**src/rtl/tt_ranrx_pkg.sv**
```systemverilog
// Shared types and constants for the TRNG word receiver.
package tt_ranrx_pkg;

   typedef enum logic [0:0] {
      ST_COLLECT = 1'b0,
      ST_FAIL    = 1'b1
   } rx_state_e;

   localparam int unsigned WORD_W_DEF     = 8;
   localparam int unsigned FIFO_DEPTH_DEF = 4;
   localparam int unsigned RCT_CUTOFF_DEF = 16;

   // Width of an occupancy counter that must represent 0..depth inclusive.
   function automatic int unsigned cnt_w(input int unsigned depth);
      return $clog2(depth) + 1;
   endfunction

endpackage

```
**src/rtl/tt_ranrx_fifo.sv**
```systemverilog
// Synchronous word FIFO with a registered head output; accepts push while full
// when a pop happens on the same edge.
module tt_ranrx_fifo
   import tt_ranrx_pkg::*;
#(
   parameter int unsigned WORD_W = WORD_W_DEF,
   parameter int unsigned DEPTH  = FIFO_DEPTH_DEF
) (
   input  logic                     clk,
   input  logic                     rst_n,
   input  logic                     i_push,
   input  logic                     i_pop,
   input  logic [WORD_W-1:0]        i_din,
   output logic [WORD_W-1:0]        o_dout,
   output logic                     o_full,
   output logic                     o_empty,
   output logic [cnt_w(DEPTH)-1:0]  o_count
);

   localparam int unsigned AW = $clog2(DEPTH);
   localparam int unsigned CW = cnt_w(DEPTH);

   logic [WORD_W-1:0] r_mem [DEPTH];
   logic [AW-1:0]     r_wr;
   logic [AW-1:0]     r_rd;
   logic [CW-1:0]     r_count;
   logic [WORD_W-1:0] r_dout;
   logic              w_pop;
   logic              w_push;

   assign o_empty = (r_count == '0);
   assign o_full  = (r_count == CW'(DEPTH));
   assign o_count = r_count;
   assign o_dout  = r_dout;
   assign w_pop   = i_pop & ~o_empty;
   assign w_push  = i_push & (~o_full | w_pop);

   // Head register tracks whichever entry will be at the read pointer next.
   always_ff @(posedge clk) begin
      if (!rst_n) begin
         for (int i = 0; i < int'(DEPTH); i++) r_mem[i] <= '0;
         r_wr    <= '0;
         r_rd    <= '0;
         r_count <= '0;
         r_dout  <= '0;
      end else begin
         if (w_push) begin
            r_mem[r_wr] <= i_din;
            r_wr        <= r_wr + AW'(1);
         end
         if (w_pop) r_rd <= r_rd + AW'(1);
         r_count <= r_count + CW'(w_push) - CW'(w_pop);
         if (w_push && o_empty)
            r_dout <= i_din;
         else if (w_pop && (r_count > CW'(1)))
            r_dout <= r_mem[r_rd + AW'(1)];
         else if (w_pop && w_push)
            r_dout <= i_din;
      end
   end

endmodule

```
**src/rtl/tt_ranword_rx.sv**
```systemverilog
// TRNG bit-stream receiver: packs bits MSB-first into words, queues them in a FIFO.
// Define TT_RANRX_HEALTH_EN to enable the repetition-count health test.
module tt_ranword_rx
   import tt_ranrx_pkg::*;
#(
   parameter int unsigned WORD_W     = WORD_W_DEF,
   parameter int unsigned FIFO_DEPTH = FIFO_DEPTH_DEF,
   parameter int unsigned RCT_CUTOFF = RCT_CUTOFF_DEF
) (
   input  logic                          clk,
   input  logic                          rst_n,
   input  logic                          bit_in,
   input  logic                          bit_valid,
   output logic [WORD_W-1:0]             word_out,
   output logic                          word_valid,
   input  logic                          word_ready,
   output logic [cnt_w(FIFO_DEPTH)-1:0]  fifo_count,
   output logic                          overflow,
   output logic                          rct_fail,
   input  logic                          clear_flags
);

   localparam int unsigned BW = $clog2(WORD_W);

   rx_state_e         r_state;
   logic [WORD_W-2:0] r_asm;
   logic [BW-1:0]     r_bitcnt;
   logic              r_overflow;
   logic              w_accept;
   logic              w_last;
   logic              w_trip;
   logic              w_push;
   logic              w_pop;
   logic              w_full;
   logic              w_empty;
   logic [WORD_W-1:0] w_word;

   assign w_accept   = bit_valid & (r_state == ST_COLLECT) & ~clear_flags;
   assign w_last     = (r_bitcnt == BW'(WORD_W - 1));
   assign w_word     = {r_asm, bit_in};
   assign w_pop      = word_ready & ~w_empty;
   assign w_push     = w_accept & w_last & ~w_trip;
   assign word_valid = ~w_empty;
   assign overflow   = r_overflow;

`ifdef TT_RANRX_HEALTH_EN
   localparam int unsigned RUN_W = 8;

   logic [RUN_W-1:0] r_run;
   logic             r_prev;
   logic             r_rct_fail;
   logic [RUN_W-1:0] w_run_nxt;

   assign w_run_nxt = ((r_run != '0) && (bit_in == r_prev)) ? r_run + RUN_W'(1) : RUN_W'(1);
   assign w_trip    = w_accept & (w_run_nxt == RUN_W'(RCT_CUTOFF));
   assign rct_fail  = r_rct_fail;

   // Repetition-count run tracker; the run spans word boundaries.
   always_ff @(posedge clk) begin
      if (!rst_n) begin
         r_run      <= '0;
         r_prev     <= 1'b0;
         r_rct_fail <= 1'b0;
      end else if (clear_flags) begin
         r_run      <= '0;
         r_rct_fail <= 1'b0;
      end else if (w_accept) begin
         r_run  <= w_run_nxt;
         r_prev <= bit_in;
         if (w_trip) r_rct_fail <= 1'b1;
      end
   end
`else
   assign w_trip   = 1'b0;
   assign rct_fail = 1'b0;

   // Cutoff only matters with the health test; keep it referenced as a range guard.
   if (RCT_CUTOFF < 2 || RCT_CUTOFF > 255) begin : g_cutoff_out_of_range
   end
`endif

   // Packing FSM: assembly register, bit counter, overflow flag.
   always_ff @(posedge clk) begin
      if (!rst_n) begin
         r_state    <= ST_COLLECT;
         r_asm      <= '0;
         r_bitcnt   <= '0;
         r_overflow <= 1'b0;
      end else if (clear_flags) begin
         r_state    <= ST_COLLECT;
         r_asm      <= '0;
         r_bitcnt   <= '0;
         r_overflow <= 1'b0;
      end else begin
         if (w_push && w_full && !w_pop) r_overflow <= 1'b1;
         case (r_state)
            ST_COLLECT: begin
               if (w_accept) begin
                  if (w_trip) begin
                     r_state  <= ST_FAIL;
                     r_asm    <= '0;
                     r_bitcnt <= '0;
                  end else begin
                     r_asm    <= w_word[WORD_W-2:0];
                     r_bitcnt <= w_last ? '0 : r_bitcnt + BW'(1);
                  end
               end
            end
            ST_FAIL: r_state <= ST_FAIL;
            default: r_state <= ST_COLLECT;
         endcase
      end
   end

   tt_ranrx_fifo #(
      .WORD_W (WORD_W),
      .DEPTH  (FIFO_DEPTH)
   ) u_fifo (
      .clk     (clk),
      .rst_n   (rst_n),
      .i_push  (w_push),
      .i_pop   (word_ready),
      .i_din   (w_word),
      .o_dout  (word_out),
      .o_full  (w_full),
      .o_empty (w_empty),
      .o_count (fifo_count)
   );

endmodule

```
**config.mk**
```make
export PLATFORM = sky130hd
export DESIGN_NAME = tt_ranword_rx
export DESIGN_NICKNAME = d
export VERILOG_FILES = /design/src/rtl/tt_ranrx_pkg.sv /design/src/rtl/tt_ranrx_fifo.sv /design/src/rtl/tt_ranword_rx.sv
export SDC_FILE = /design/constraint.sdc
export NUM_CORES = 1
export LEC_CHECK = 0
export CAP_MARGIN = 5
export CORE_MARGIN = 1.5
export CORE_UTILIZATION = 45
export DETAILED_ROUTE_END_ITERATION = 12
export PLACE_DENSITY_LB_ADDON = 0.12
export SLEW_MARGIN = 10
export SYNTH_ARGS = -nofsm -noshare
export SYNTH_HDL_FRONTEND = slang
export SYNTH_SLANG_ARGS = --single-unit
```
**constraint.sdc**
```tcl
create_clock -name clk -period 3.25 [get_ports clk]
set_clock_uncertainty 0.05 [all_clocks]
set_input_delay 0.325 -clock clk [delete_from_list [all_inputs] [get_ports clk]]
set_output_delay 0.325 -clock clk [all_outputs]
set_load 0.01 [all_outputs]
```
==> impl_metrics.prom <==
# TYPE chip_impl_metric gauge
chip_impl_info{name="cts_root_buf",value="sky130_fd_sc_hd__clkbuf_8"} 1
chip_impl_metric{name="synth_seq_cells",unit=""} 58
chip_impl_metric{name="post_synth_inst_count",unit=""} 212
chip_impl_info{name="crit_type",value="flip-flop to flip-flop"} 1
chip_impl_info{name="path_common_cell",value="sky130_fd_sc_hd__and2_1"} 1
chip_impl_metric{name="worst_path_buffer_plus_inverter_count",unit=""} 1
chip_impl_metric{name="cts.reportedPaths.clkPinSlew",unit="ps"} 60
chip_impl_metric{name="vias_after_detailed_routing",unit=""} 1600
chip_impl_info{name="list_of_cells_traversed_by_the_critical_path",value="nor3_1, inv_1, and2_1, ha_1, or2_2, fa_1, xor2_1, and2_1"} 1
chip_impl_metric{name="ys_seq_area_share",unit="%"} 57.2
chip_impl_metric{name="routed_wl",unit="mm"} 4.91
chip_impl_metric{name="drv_slew",unit=""} 0
chip_impl_metric{name="reported_max_cap_violation_count",unit=""} 0
chip_impl_metric{name="core-area",unit="sq um"} 5540
chip_impl_metric{name="achievable_freq",unit="GHz"} 0.381
chip_impl_metric{name="synth_enable_flop_cells",unit=""} 32
chip_impl_info{name="synth.area.top_cells",value="sky130_fd_sc_hd__edfxtp_1 37%, sky130_fd_sc_hd__dfxtp_1 20%, sky130_fd_sc_hd__and2_1 8.9%, sky130_fd_sc_hd__mux4_2 7.0%, sky130_fd_sc_hd__mux2i_1 3.1%"} 1
chip_impl_metric{name="final_area",unit="sq um"} 3090
chip_impl_metric{name="postCtsSetupBuffers",unit=""} 0
chip_impl_info{name="most-common-layout-cells",value="37 x sky130_fd_sc_hd__and2_1, 32 x sky130_fd_sc_hd__edfxtp_1, 26 x sky130_fd_sc_hd__dfxtp_1"} 1
chip_impl_info{name="outcome",value="complete, no violations"} 1
chip_impl_metric{name="critical_path_required",unit="ps"} 3430
chip_impl_metric{name="route.antenna.remaining_nets",unit=""} 0
chip_impl_metric{name="all_layer_gr_usage",unit="%"} 17.8
chip_impl_metric{name="maximum_clock_insertion_buffer_count",unit=""} 2
chip_impl_metric{name="hpwlAfterDp",unit="mm"} 3.64
chip_impl_metric{name="synth_cell_type_count",unit=""} 35
chip_impl_metric{name="yosysWarningCount",unit=""} 0
chip_impl_metric{name="io_pins",unit=""} 20
chip_impl_metric{name="drt-vias-per-instance",unit=""} 5.14
chip_impl_metric{name="number_of_rows_created_at_floorplan",unit=""} 27
chip_impl_metric{name="power_leakage",unit="nW"} 1.14
chip_impl_metric{name="grt_first_pass_wirelength",unit="mm"} 8.14
chip_impl_metric{name="synthesis.nets",unit=""} 223
chip_impl_metric{name="gp_routability_congestion",unit=""} 0.861
chip_impl_info{name="cp-end-kind",value="flip-flop"} 1
chip_impl_metric{name="fp.dieArea",unit="sq um"} 6220
chip_impl_metric{name="peakVddDrop",unit="V"} 0.000414
chip_impl_metric{name="grt_max_degree",unit=""} 23
chip_impl_metric{name="maxSlewHeadroom",unit="%"} 23.1
chip_impl_metric{name="crit_path_max_incr_delay",unit="ps"} 420
chip_impl_metric{name="layout-drive-gt1-share",unit="%"} 11.7
chip_impl_metric{name="syn-mean-instance-area",unit="sq um"} 12.2
chip_impl_metric{name="power.density_cell_area",unit="nW/um^2"} 771
chip_impl_metric{name="n_antenna_cell",unit=""} 0
chip_impl_metric{name="grt_pass1_vias",unit=""} 1613
chip_impl_metric{name="reg2regPathDepth",unit=""} 8
chip_impl_metric{name="place_inst",unit=""} 295
chip_impl_info{name="critical_path.startpoint",value="u_fifo.o_count[1]"} 1
chip_impl_metric{name="detailedRoute.firstIterationViolations",unit=""} 95
chip_impl_metric{name="h_tree_levels",unit=""} 3
chip_impl_info{name="synth-main-ff-cell",value="sky130_fd_sc_hd__edfxtp_1"} 1
chip_impl_metric{name="worstPathArrival",unit="ps"} 2800
chip_impl_info{name="critical_path_top_delay_cell",value="sky130_fd_sc_hd__nor3_1"} 1
chip_impl_metric{name="drtPass1Iterations",unit=""} 4
chip_impl_metric{name="num-nets-final",unit=""} 245
chip_impl_metric{name="synth_top_area_share",unit="%"} 37.1
chip_impl_metric{name="tritoncts.num_buffers",unit=""} 9
chip_impl_metric{name="die_w",unit="um"} 78.8
chip_impl_info{name="whs_endpoint",value="overflow"} 1
chip_impl_metric{name="area_growth_syn_to_layout",unit="%"} 19.5
chip_impl_metric{name="report.final.hold_viol_count",unit=""} 0
chip_impl_metric{name="number_of_antenna_violations_at_the_first_check_in_global_routing",unit=""} 0
chip_impl_metric{name="ys_async_sr_fraction",unit="%"} 0
chip_impl_info{name="layout_commonest_cell",value="sky130_fd_sc_hd__and2_1"} 1
chip_impl_info{name="cts_tree",value="done"} 1
chip_impl_metric{name="ctsResizeCount",unit=""} 0
chip_impl_info{name="min-delay-start",value="overflow"} 1
chip_impl_metric{name="io_buffers",unit=""} 18
chip_impl_metric{name="die_h",unit="um"} 78.8
chip_impl_metric{name="drc",unit=""} 0
chip_impl_metric{name="regToRegSetupSlack",unit="ps"} 630
chip_impl_info{name="worst_path_dominant_cell_family",value="simple AND/OR/NAND/NOR gates"} 1
chip_impl_metric{name="layout_setup_ws",unit="ps"} 629
chip_impl_metric{name="final_cell_count_no_fill",unit=""} 311
chip_impl_info{name="crit-reg2reg-capture",value="u_fifo.o_count[2]"} 1
chip_impl_metric{name="critPathMaxFanout",unit=""} 5
chip_impl_info{name="r2r_path_start",value="u_fifo.o_count[1]"} 1
chip_impl_metric{name="cts_num_sinks",unit=""} 58
chip_impl_metric{name="worst_pin_slew",unit="ps"} 1140
chip_impl_info{name="synth_top_cell_by_area",value="sky130_fd_sc_hd__edfxtp_1"} 1
chip_impl_metric{name="final_report_setup_violation_count",unit=""} 0
chip_impl_metric{name="placement.cell_area",unit="sq um"} 2830
chip_impl_metric{name="tns",unit="ps"} 0
chip_impl_metric{name="fin_hold_ws",unit="ps"} 424
chip_impl_metric{name="timing.final.crit_share",unit="%"} 80.7
chip_impl_metric{name="place_ws",unit="ps"} 637
chip_impl_info{name="worst_setup_path_start_kind",value="flip-flop"} 1
chip_impl_metric{name="wl_per_cell",unit="um"} 15.8
chip_impl_info{name="rsz0062_at_grt",value="no"} 1
chip_impl_metric{name="post_cts_hold_buffer_count",unit=""} 0
chip_impl_metric{name="final_global_route_overflow_total",unit=""} 0
chip_impl_metric{name="worstSkewPairLatency",unit="ps"} 330
chip_impl_metric{name="min_path_cells",unit=""} 2
chip_impl_metric{name="initial_utilization",unit="%"} 46.7
chip_impl_metric{name="post_synth_instance_area",unit="sq um"} 2590
chip_impl_metric{name="finalCriticalPeriod",unit="ps"} 2620
chip_impl_info{name="hold_class",value="flip-flop to flip-flop"} 1
[power by group]
group	total (mW)	internal, mW	switching, mW
Sequential	0.940	0.856	0.0839
Clock	0.879	0.607	0.272
Combinational	0.567	0.302	0.265
[metal layers]
metal / routed length [um] / track usage [%] / vias up
met4: 42 / 5.79 / 0
met1: 2230 / 21.1 / 771
met3: 168 / 5.86 / 5
met5: 0 / 0 / -
li1: - / - / 796
met2: 2470 / 30.4 / 28
[sequential cells by signal (all words and copies together) (netlist names)]
signal	flops
overflow	1
r_asm	7
r_bitcnt	3
u_fifo.o_count	3
u_fifo.o_dout	8
u_fifo.r_mem	32
u_fifo.r_rd	2
u_fifo.r_wr	2
[cell type report]
cell class                 instances  area, sq um
clock buffer                      11          141
clock inverter                     5          125
fill                             482         2450
inverter                           6         22.5
multi-input combinational        139         1040
sequential                        58         1480
tap                               72         90.1
timing repair buffer              20          195
[cells in the mapped netlist, drive strengths merged, types with 4 or more instances]
cell / number
nor3: 11
edfxtp: 32
mux2i: 8
a21oi: 10
inv: 6
dfxtp: 26
xnor2: 4
nor2: 12
mux4: 8
clkbuf: 6
nor2b: 9
nand2: 4
and2: 37
ha: 4
o31ai: 8
[worst register-to-register path: cells and delay by family, from the launching register on]
kind          cells  cell delay [ps]
buf+inv           1              160
fa+ha+maj         2              680
simple gates      4             1110
xor+xnor          1              170
flops             1              360
[metrics by stage]
stage / power, mW / util, %
detailed placement: 1.53 / 51.0
CTS: 2.41 / 55.8
global route: 2.51 / 55.8
floorplan: 1.30 / -
finish: 2.39 / 55.8
global placement: 1.51 / 51.0
[worst max path at each step]
stage / endpoint / cells past startpoint
detailed placement: u_fifo.o_count[2] / 8
CTS: u_fifo.o_count[2] / 8
finish: u_fifo.o_count[2] / 8
floorplan: u_fifo.o_count[2] / 8
global route: u_fifo.o_count[2] / 8
global placement: u_fifo.o_count[2] / 8
[logic make-up (layout without fill, tap and decap cells)]
family          after synthesis  after routing  share of synthesized area (%)
fa+ha+maj                     5              5                           2.71
compound gates               24             24                           5.75
simple gates                 88             88                           19.8
mux                          16             16                           10.1
other cells                   1              1                          0.145
flops                        58             58                           57.2
buf+inv                      15             42                           2.66
xor+xnor                      5              5                           1.69
Power figures use the tool's default switching activity.
